--- config.mk ---
export PLATFORM = sky130hd
export DESIGN_NAME = cpu_mem_responder
export DESIGN_NICKNAME = d
export VERILOG_FILES = /design/src/rtl/cpu_mem_responder.sv
export SDC_FILE = /design/constraint.sdc
export NUM_CORES = 1
export LEC_CHECK = 0
export BUFFER_PORTS_ARGS = -buffer_cell sky130_fd_sc_hd__clkbuf_2
export CAP_MARGIN = 25
export CORE_MARGIN = 4
export CORE_UTILIZATION = 38
export DETAILED_ROUTE_END_ITERATION = 16
export PLACE_DENSITY = 0.78
export RECOVER_POWER = 25
export SYNTH_ARGS = -nofsm -noshare
export SYNTH_HDL_FRONTEND = slang
export SYNTH_SLANG_ARGS = --single-unit
--- constraint.sdc ---
create_clock -name clk -period 1.8 [get_ports clk]
set_input_delay 0.09 -clock clk [delete_from_list [all_inputs] [get_ports clk]]
set_output_delay 0.09 -clock clk [all_outputs]
set_load 0.02 [all_outputs]
--- src/rtl/cpu_mem_responder.sv ---
`default_nettype none
// ============================================================================
// Module   : cpu_mem_responder
// Brief    : Serialises single-cycle MIPS fetch and load/store onto one
//            single-port synchronous word RAM, stalling the CPU until done.
// Revision : 1.0 - initial release
// ============================================================================
module cpu_mem_responder #(
    parameter int dwidth = 32,
    parameter int awidth = 10
) (
    input  logic              clk,
    input  logic              reset,
    input  logic              if_req,
    input  logic [dwidth-1:0] if_addr,
    output logic [dwidth-1:0] if_rdata,
    input  logic              d_re,
    input  logic              d_we,
    input  logic [dwidth-1:0] d_addr,
    input  logic [dwidth-1:0] d_wdata,
    output logic [dwidth-1:0] d_rdata,
    output logic              stall,
    output logic              err,
    output logic              mem_en,
    output logic              mem_we,
    output logic [awidth-1:0] mem_addr,
    output logic [dwidth-1:0] mem_wdata,
    input  logic [dwidth-1:0] mem_rdata
);

    typedef enum logic [2:0] {
        IDLE    = 3'd0,
        D_WAIT  = 3'd1,
        I_ISSUE = 3'd2,
        I_WAIT  = 3'd3,
        DONE    = 3'd4
    } state_t;

    state_t            state_q, state_d;
    logic [dwidth-1:0] if_rdata_q, if_rdata_d;
    logic [dwidth-1:0] d_rdata_q, d_rdata_d;
    logic              err_q, err_d;

    logic              w_issue;
    logic              w_write;
    logic              w_use_daddr;
    logic              w_both_rw;
    logic              w_stall;
    logic [dwidth-1:0] w_issue_addr;
    logic              w_unused;

    always_comb begin
        state_d     = state_q;
        if_rdata_d  = if_rdata_q;
        d_rdata_d   = d_rdata_q;
        w_issue     = 1'b0;
        w_write     = 1'b0;
        w_use_daddr = 1'b0;
        w_both_rw   = 1'b0;
        w_stall     = 1'b1;

        case (state_q)
            IDLE: begin
                // Data goes first so a store-then-fetch sees the new word.
                if (d_we) begin
                    w_issue     = 1'b1;
                    w_write     = 1'b1;
                    w_use_daddr = 1'b1;
                    w_both_rw   = d_re;
                    state_d     = if_req ? I_ISSUE : DONE;
                end else if (d_re) begin
                    w_issue     = 1'b1;
                    w_use_daddr = 1'b1;
                    state_d     = D_WAIT;
                end else if (if_req) begin
                    w_issue = 1'b1;
                    state_d = I_WAIT;
                end else begin
                    w_stall = 1'b0;
                end
            end
            D_WAIT: begin
                d_rdata_d = mem_rdata;
                state_d   = if_req ? I_ISSUE : DONE;
            end
            I_ISSUE: begin
                w_issue = 1'b1;
                state_d = I_WAIT;
            end
            I_WAIT: begin
                if_rdata_d = mem_rdata;
                state_d    = DONE;
            end
            DONE: begin
                w_stall = 1'b0;
                state_d = IDLE;
            end
            default: begin
                w_stall = 1'b0;
                state_d = IDLE;
            end
        endcase

        w_issue_addr = w_use_daddr ? d_addr : if_addr;
        err_d        = err_q | (w_issue & ((w_issue_addr[1:0] != 2'b00) | w_both_rw));
    end

    always_ff @(posedge clk) begin
        if (reset) begin
            state_q    <= IDLE;
            if_rdata_q <= '0;
            d_rdata_q  <= '0;
            err_q      <= 1'b0;
        end else begin
            state_q    <= state_d;
            if_rdata_q <= if_rdata_d;
            d_rdata_q  <= d_rdata_d;
            err_q      <= err_d;
        end
    end

    // Reset gates the RAM strobes so a reset cycle can never write.
    assign mem_en    = w_issue & ~reset;
    assign mem_we    = w_write & ~reset;
    assign stall     = w_stall & ~reset;
    assign mem_addr  = w_issue_addr[awidth+1:2];
    assign mem_wdata = d_wdata;
    assign if_rdata  = if_rdata_q;
    assign d_rdata   = d_rdata_q;
    assign err       = err_q;

    assign w_unused = ^w_issue_addr[dwidth-1:awidth+2];

endmodule
`default_nettype wire

==> results of run 1 <==
## worst max-delay path, stage by stage, from the launching register on
cell	delay [ns]
dfxtp_1	0.31
o21ba_2	0.25
and2_4	0.15
buf_12	0.13
mux2_4	0.31
buf_4	0.16
## stage by stage
| stage | hold WS, ns | worst slack [ns] |
|---|---|---|
| after global placement | 0.180 | 0.294 |
| after floorplan | 0.207 | 0.465 |
| after global routing | 0.102 | -0.00415 |
| final | 0.0764 | 0.0619 |
| after detailed placement | 0.180 | 0.279 |
| after CTS | 0.0745 | 0.00805 |
## cells in the final DEF (no fill, tap or decap), drive strengths merged, types with 3 or more instances in the layout
cell,n
dlygate4sd3,33
clkinv,5
a21oi,64
mux2,10
dfxtp,68
nand2,129
clkbuf,145
nor3,3
inv,3
nor2,5
buf,15
## cells by family after synthesis
logic type | after synthesis | share of synthesized area, %
simple gates | 148 | 21.2
compound gates | 70 | 12.9
flops | 68 | 47.8
buf+inv | 59 | 12.8
mux | 10 | 5.28
## metal layers
metal,vias up,track usage (%),routed length [microns]
met2,146,30.7,4050
li1,1388,-,-
met3,9,5.34,734
met4,0,7.09,111
met5,-,0,0
met1,1279,19.6,3170
## worst max-delay path by stage
stage | start | endpoint | slack [ns] | cells after the start
finish | state_q[1]$_SDFFE_PP0P_ | mem_addr[7] | 0.06 | 5
global route | state_q[1]$_SDFFE_PP0P_ | mem_addr[7] | -0.004 | 5
CTS | state_q[1]$_SDFFE_PP0P_ | mem_en | 0.008 | 5
detailed placement | state_q[0]$_SDFFE_PP0P_ | mem_addr[7] | 0.28 | 5
global placement | state_q[0]$_SDFFE_PP0P_ | mem_addr[7] | 0.29 | 5
floorplan | state_q[2]$_SDFFE_PP0P_ | mem_addr[0] | 0.47 | 5
## registers in the layout, indices dropped and copies added, names as in the netlist
register and flops:
err 1, state_q 3, d_rdata 32, if_rdata 32
## final cells by class
cell class	count	area [sq um]
flip-flops and latches	68	1360
fillers	668	3290
clock inverters	7	75.1
repair buffers	184	1120
well taps	99	124
clock buffers	9	124
inverters	2	7.51
multi-input cells	228	1150
diodes	1	2.50
## timing repair
action / in CTS / in global routing
endpoints found under the setup margin: 10 / 8
hold buffers: 33 / 0
pin swaps: 0 / 1
endpoints found under the hold margin: 65 / 0
setup buffers: 0 / 0
gates resized for setup: 3 / 8
## report_power, final
group	leakage [nW]	total (W)	internal (W)	switching, W
Clock	0.104	0.00125	0.000646	0.000602
Combinational	1.08	0.000717	0.000322	0.000396
Sequential	0.552	0.00162	0.00157	0.0000438
Total	1.74	0.00358	0.00254	0.00104
==> impl_metrics.yaml, run 1 <==
power_and_ir_drop:
  power_density_mw_per_mm2: 905
  finalPower_w: 0.00358
  peakVddDrop_uv: 455
  leakage_nw: 1.74
placement:
  dpl-instance-area_sq_mm: 0.00342
  placed_cells: 548
  port_buffers: 138
  gp_congestion: 0.753
  hpwl_microns: 5610
synth:
  yosysTopAreaCellShare_pct: 47.8
  synth_fp_nets: 488
  synth_cells: 355
  yosys.area.top_type: "dfxtp_1"
  ys_ff_latch: 68
  yosysSeqAreaShare_pct: 47.8
  avgSynthCellArea_sq_um: 8.01
  synth_area_sq_mm: 0.00285
  yosysWarnings: 0
  synth_edf_count: 0
  synth_area_leaders: "dfxtp_1, nand2_1, a21oi_1"
  synth_cell_types: 25
  synth_common_cells: "nand2_1, dfxtp_1, a21oi_1"
  dominantRegCellSynth: "dfxtp_1"
  ys_async_sr_fraction_pct: 0
  yosysMostFrequentCell: "nand2_1"
setup_path:
  rr_worst_depth: 5
  critPathCaptureType: "output port"
  start_kind: "flop"
  critPathKind: "flop to output port"
  cp_data_arrival_time_ns: 1.65
  r2r_start: "state_q[2]$_SDFFE_PP0P_"
  reg2reg_slack_ns: 0.39
  rr_endpoint: "d_rdata[30]$_SDFFE_PP0N_"
  worstPathRequired_ns: 1.71
  cp_max_fo: 10
sta:
  setup_viol_count_final: 0
  fmax_mhz: 575
  fin_setup_tns_ns: 0
  finalCritPeriodShare_pct: 96.6
  period_needed_ns: 1.74
  grt_setup_unrepaired: "yes"
  drv_slew: 0
  hold_violations: 0
  tightestPinTransition_ns: 0.352
  skew_ns: 0.00739
  relSlewSlack_pct: 76.5
clock_tree:
  clk_pin_slew_ns: 0.07
  cts_sinks: 68
  cts_tree: "done"
  worst_skew_pair.late_latency_ns: 0.34
  htree_num_levels: 3
  cts-root-buf: "clkbuf_8"
  cts.path.max_buffers: 2
  cts_buffers: 9
route:
  ant_nets: 0
  detail_route.vias_per_cell: 4.72
  drc_errors: 0
  vias: 2822
  wl_per_cell_microns: 13.5
  drtIter0Drc: 67
  wl_microns: 8060
  drtPass1Iterations: 4
cells_and_area:
  drive_gt1_share_pct: 35.1
  fin_area_sq_mm: 0.00396
  final_nets: 626
  area_growth_pct: 39.2
  postLayoutCoreUtil_pct: 54.6
  stdcell_count: 598
global_route:
  grt_use_total_pct: 17.5
  grt_pass1_vias: 2607
  grt_start_max_net_pins: 35
  grt.overflow.total: 0
  antenna_found_initial: 0
  grt_pass1_wl_microns: 12200
die:
  start_util_pct: 39.2
  die-area_sq_mm: 0.00894
  die_width_microns: 94.5
  die_h_microns: 94.5
  fp.coreArea_sq_mm: 0.00725
  ios: 243
  num_rows: 31
min_path:
  worstHoldPathType: "input pin to flop"
  min_to: "state_q[0]$_SDFFE_PP0P_"
  hp-start: "reset"
  min_path_cells: 4
run:
  drv_cap: 0
outcome:
  status: "finished, final reports clean"
No activity file was read; power rests on OpenSTA's default activity.
==> run 2, diff against run 1 <==
MAX_ROUTING_LAYER = met4   (was unset)
SLEW_MARGIN = 40   (was unset)
==> run 2 against run 1 <==
Against the previous run:
- die area is the same
- worst setup slack gained 0.0036 ns
- cell area unchanged
- hold slack improved by 0.0041 ns
- final cell count stayed put
- non-clock buffer count is the same
- sequential power hardly changed
- via count shrank 0.18%
- critical path type unchanged
- largest cell class unchanged
- highest routed layer unchanged
==> impl_metrics.yaml, run 2 (synthesized netlist as in run 1, its figures left out) <==
outcome:
  status: "finished, final reports clean"
placement:
  dpl-instance-area_sq_mm: 0.00342
  placed_cells: 548
  port_buffers: 138
  hpwl_microns: 5610
  gp_congestion: 0.763
power_and_ir_drop:
  p_sw_w: 0.00104
  power_density_mw_per_mm2: 903
  clkPwrFrac_pct: 34.7
  seqPwrFrac_pct: 45.2
  combPwrFrac_pct: 20.1
  p_int_w: 0.00254
  swShare_pct: 29.0
  peakVddDrop_uv: 452
  leakage_nw: 1.74
clock_tree:
  cts_sinks: 68
  clk_pin_slew_ns: 0.07
  cts_buffers: 9
  cts_tree: "done"
  cts.path.max_buffers: 2
  htree_num_levels: 3
  worst_skew_pair.late_latency_ns: 0.33
  cts-root-buf: "clkbuf_8"
setup_path:
  cp_data_arrival_time_ns: 1.64
  cp_max_fo: 10
  rr_worst_depth: 5
  critPathKind: "flop to output port"
  critPathCaptureType: "output port"
  worstPathRequired_ns: 1.71
  start_kind: "flop"
sta:
  hold_slack_ns: 0.0805
  tightestPinTransition_ns: 0.352
  fmax_mhz: 577
  finalCritPeriodShare_pct: 96.4
  drv_slew: 0
  fin_setup_tns_ns: 0
  hold_violations: 0
  grt_setup_unrepaired: "yes"
  relSlewSlack_pct: 76.5
  setup_viol_count_final: 0
  period_needed_ns: 1.73
  skew_ns: 0.00740
route:
  drc_errors: 0
  ant_nets: 0
  wl_per_cell_microns: 13.5
  detail_route.vias_per_cell: 4.71
  drtPass1Iterations: 4
  drtIter0Drc: 60
  vias: 2817
  wl_microns: 8090
die:
  num_rows: 31
  fp.coreArea_sq_mm: 0.00725
  die_width_microns: 94.5
  die_h_microns: 94.5
  die-area_sq_mm: 0.00894
  ios: 243
  start_util_pct: 39.2
min_path:
  worstHoldPathType: "input pin to flop"
  min_path_cells: 4
global_route:
  grt_use_total_pct: 18.0
  grt_pass1_vias: 2603
  grt.overflow.total: 0
  grt_pass1_wl_microns: 12200
  antenna_found_initial: 0
  grt_start_max_net_pins: 35
cells_and_area:
  layout.cells.most_common: "nand2_1"
  drive_gt1_share_pct: 35.1
  stdcell_count: 598
  area_growth_pct: 39.2
  fin_area_sq_mm: 0.00396
  mostFrequentLayoutCells: "nand2_1, clkbuf_2, dfxtp_1, a21oi_1, dlygate4sd3_1"
  final_nets: 626
run:
  drv_cap: 0
## run 2: worst max-delay path, cell delays in order (launching register included)
cell	delay, ns
dfxtp_1	0.31
o21ba_2	0.25
and2_4	0.15
buf_12	0.13
mux2_4	0.31
buf_4	0.16
## run 2: final cells by class
type	count	area [sq um]
repair buffers	184	1120
well taps	99	124
diodes	1	2.50
inverters	2	7.51
clock inverters	7	75.1
multi-input cells	228	1150
clock buffers	9	124
flip-flops and latches	68	1360
fillers	668	3290
## run 2: power groups by stage
stage | Sequential [W] | Combinational (W) | Clock [W]
after floorplan | 0.00172 | 0.000431 | 0
after global placement | 0.00165 | 0.000646 | 0
after detailed placement | 0.00165 | 0.000655 | 0
after CTS | 0.00162 | 0.000717 | 0.00129
after global routing | 0.00163 | 0.000777 | 0.00136
final | 0.00162 | 0.000718 | 0.00124
## run 2: what timing repair did
action / CTS / global route
pin swaps: 0 / 1
endpoints found under the setup margin: 10 / 8
hold endpoints to repair: 65 / 0
resized for setup: 3 / 8
setup buffers: 0 / 0
hold buffers: 33 / 0
## run 2: routing by layer
| metal | wire (microns) | track usage, % | vias up |
|---|---|---|---|
| met3 | 705 | 4.78 | 6 |
| li1 | - | - | 1391 |
| met1 | 3200 | 20.0 | 1278 |
| met2 | 4110 | 30.7 | 142 |
| met5 | 0 | - | - |
| met4 | 73 | 7.09 | 0 |
## run 2: final timing paths
check                                 start                         to  slack [ns]
setup / recovery    state_q[1]$_SDFFE_PP0P_                mem_addr[7]        0.07
hold / removal                        reset    state_q[0]$_SDFFE_PP0P_        0.08
setup reg to reg    state_q[2]$_SDFFE_PP0P_   d_rdata[30]$_SDFFE_PP0N_        0.39
hold reg to reg   if_rdata[21]$_SDFFE_PP0N_  if_rdata[21]$_SDFFE_PP0N_        0.45
## run 2: through the flow
stage	total power, W	util [%]	setup slack, ns
6_report	0.00358	54.6	0.0656
4_1_cts	0.00363	54.5	0.00805
2_1_floorplan	0.00215	-	0.465
5_1_grt	0.00376	54.6	-0.00415
3_5_place_dp	0.00230	47.2	0.279
3_3_place_gp	0.00229	47.2	0.294
==> run 3, diff against run 2 <==
BUFFER_PORTS_ARGS = -buffer_cell sky130_fd_sc_hd__buf_2   (was -buffer_cell sky130_fd_sc_hd__clkbuf_2)
==> run 3 against run 2 <==
Against the previous run:
- clock power decreased by 9.7%
- first-iteration DRC count up 75%
- worst setup slack better by 0.011 ns
- global-route usage up 0.064 points
- total power fell by 2.9%
- critical path depth stayed put
- sequential share of layout area is essentially flat
- non-clock buffer count is the same
- via count up 1.4%
- cell area grew 0.16%
- sequential power hardly changed
- maximum frequency grew 0.61%
- critical endpoint is now mem_addr[2]
==> impl_metrics.yaml, run 3 (synthesized netlist as in run 1, its figures left out) <==
outcome:
  status: "finished, final reports clean"
cells_and_area:
  drive_gt1_share_pct: 35.3
  final_nets: 626
  antennaDiodeCount: 0
  area_growth_pct: 39.4
  layout.cells.most_common: "nand2_1"
  mostFrequentLayoutCells: "nand2_1, buf_2, dfxtp_1, a21oi_1, dlygate4sd3_1"
  postLayoutCoreUtil_pct: 54.7
power_and_ir_drop:
  seqPwrFrac_pct: 46.6
  swShare_pct: 30.5
  p_int_w: 0.00242
  clkPwrFrac_pct: 32.2
  p_sw_w: 0.00106
  combPwrFrac_pct: 21.2
  power_density_mw_per_mm2: 876
  leakage_nw: 1.77
  peakVddDrop_uv: 405
route:
  vias: 2856
  wl_per_cell_microns: 13.9
  wl_microns: 8310
  drc_errors: 0
  ant_nets: 0
  drtPass1Iterations: 4
  drtIter0Drc: 105
  detail_route.vias_per_cell: 4.78
clock_tree:
  cts.path.max_buffers: 2
  cts-root-buf: "clkbuf_8"
  cts_tree: "done"
  clk_pin_slew_ns: 0.07
  cts_buffers: 9
  post_cts_buffers: 0
  cts_sinks: 68
  htree_num_levels: 3
  worst_skew_pair.late_latency_ns: 0.34
sta:
  fin_setup_tns_ns: 0
  setup_viol_count_final: 0
  fmax_mhz: 580
  tightestPinTransition_ns: 0.324
  relSlewSlack_pct: 77.8
  period_needed_ns: 1.72
  finalCritPeriodShare_pct: 95.8
  hold_violations: 0
  hold_slack_ns: 0.0901
  final.setup.worst_slack_ns: 0.0761
  skew_ns: 0.0162
  drv_slew: 0
die:
  start_util_pct: 39.2
  die_width_microns: 94.5
  die_h_microns: 94.5
  fp.coreArea_sq_mm: 0.00725
  die-area_sq_mm: 0.00894
  ios: 243
  num_rows: 31
global_route:
  antenna_found_initial: 0
  grt_use_total_pct: 18.0
  grt_pass1_vias: 2638
  grt_start_max_net_pins: 31
  grt.overflow.total: 0
  grt_pass1_wl_microns: 12200
run:
  drv_cap: 0
setup_path:
  worstPathRequired_ns: 1.71
  cp_data_arrival_time_ns: 1.63
  start_kind: "flop"
  cp.buffers_inverters: 2
  crit_slowest_cell: "dfxtp_1"
  critPathKind: "flop to output port"
  cp_max_fo: 5
  crit_chain: "o21ba_4, and2_4, clkbuf_16, mux2_4, buf_2"
  critPathTopFamily: "flip-flops"
  crit_path_max_incr_delay_ns: 0.32
  critPathCaptureType: "output port"
placement:
  hpwl_microns: 5540
  port_buffers: 138
  place_ws_ns: 0.259
  gp_congestion: 0.749
min_path:
  worstHoldPathType: "input pin to flop"
run 3: final timing paths:
check,slack [ns],to,startpoint,cells past startpoint
max,0.08,mem_addr[2],state_q[1]$_SDFFE_PP0P_,5
min,0.09,d_rdata[4]$_SDFFE_PP0N_,reset,2
max reg2reg,0.43,d_rdata[30]$_SDFFE_PP0N_,state_q[0]$_SDFFE_PP0P_,4
min reg2reg,0.45,d_rdata[4]$_SDFFE_PP0N_,d_rdata[4]$_SDFFE_PP0N_,2
run 3: power groups by stage:
stage	Clock, W	Sequential (W)	Combinational [W]
floorplan	0	0.00172	0.000431
global placement	0	0.00165	0.000641
CTS	0.00116	0.00162	0.000710
detailed placement	0	0.00165	0.000649
global route	0.00123	0.00163	0.000798
finish	0.00112	0.00162	0.000738
run 3: final cells by class:
| class | count | area (sq um) |
|---|---|---|
| Fill cell | 656 | 3290 |
| Clock buffer | 9 | 124 |
| Timing Repair Buffer | 184 | 1140 |
| Sequential cell | 68 | 1370 |
| Multi-Input combinational cell | 228 | 1160 |
| Tap cell | 99 | 124 |
| Inverter | 2 | 7.51 |
| Clock inverter | 7 | 51.3 |
run 3: repair_timing:
action                                  in CTS  in global routing
pin swaps                                    0                  1
gates cloned                                 0                  1
hold buffers                                33                  0
hold endpoints to repair                    63                  0
resized for setup                            4                  9
endpoints found under the setup margin      11                 12
run 3: through the flow:
| step | power [W] | cell area [sq um] | cells |
|---|---|---|---|
| 2_1_floorplan | 0.00215 | 2850 | 355 |
| 3_3_place_gp | 0.00229 | 3410 | 547 |
| 3_5_place_dp | 0.00230 | 3410 | 547 |
| 4_1_cts | 0.00349 | 3930 | 596 |
| 5_1_grt | 0.00365 | 3970 | 597 |
| 6_report | 0.00348 | 3970 | 597 |
run 3: per-layer routing:
layer | wire length [microns] | vias up | GRT usage [%]
met3 | 812 | 13 | 6.14
met2 | 4090 | 152 | 31.1
li1 | - | 1395 | -
met5 | 0 | - | -
met4 | 112 | 0 | 6.73
met1 | 3290 | 1296 | 19.2
run 3: worst register-to-register path: stages (launching register included):
cell	delay (ns)
dfxtp_2	0.47
or3b_1	0.40
buf_4	0.22
nand2_1	0.10
a21oi_1	0.06
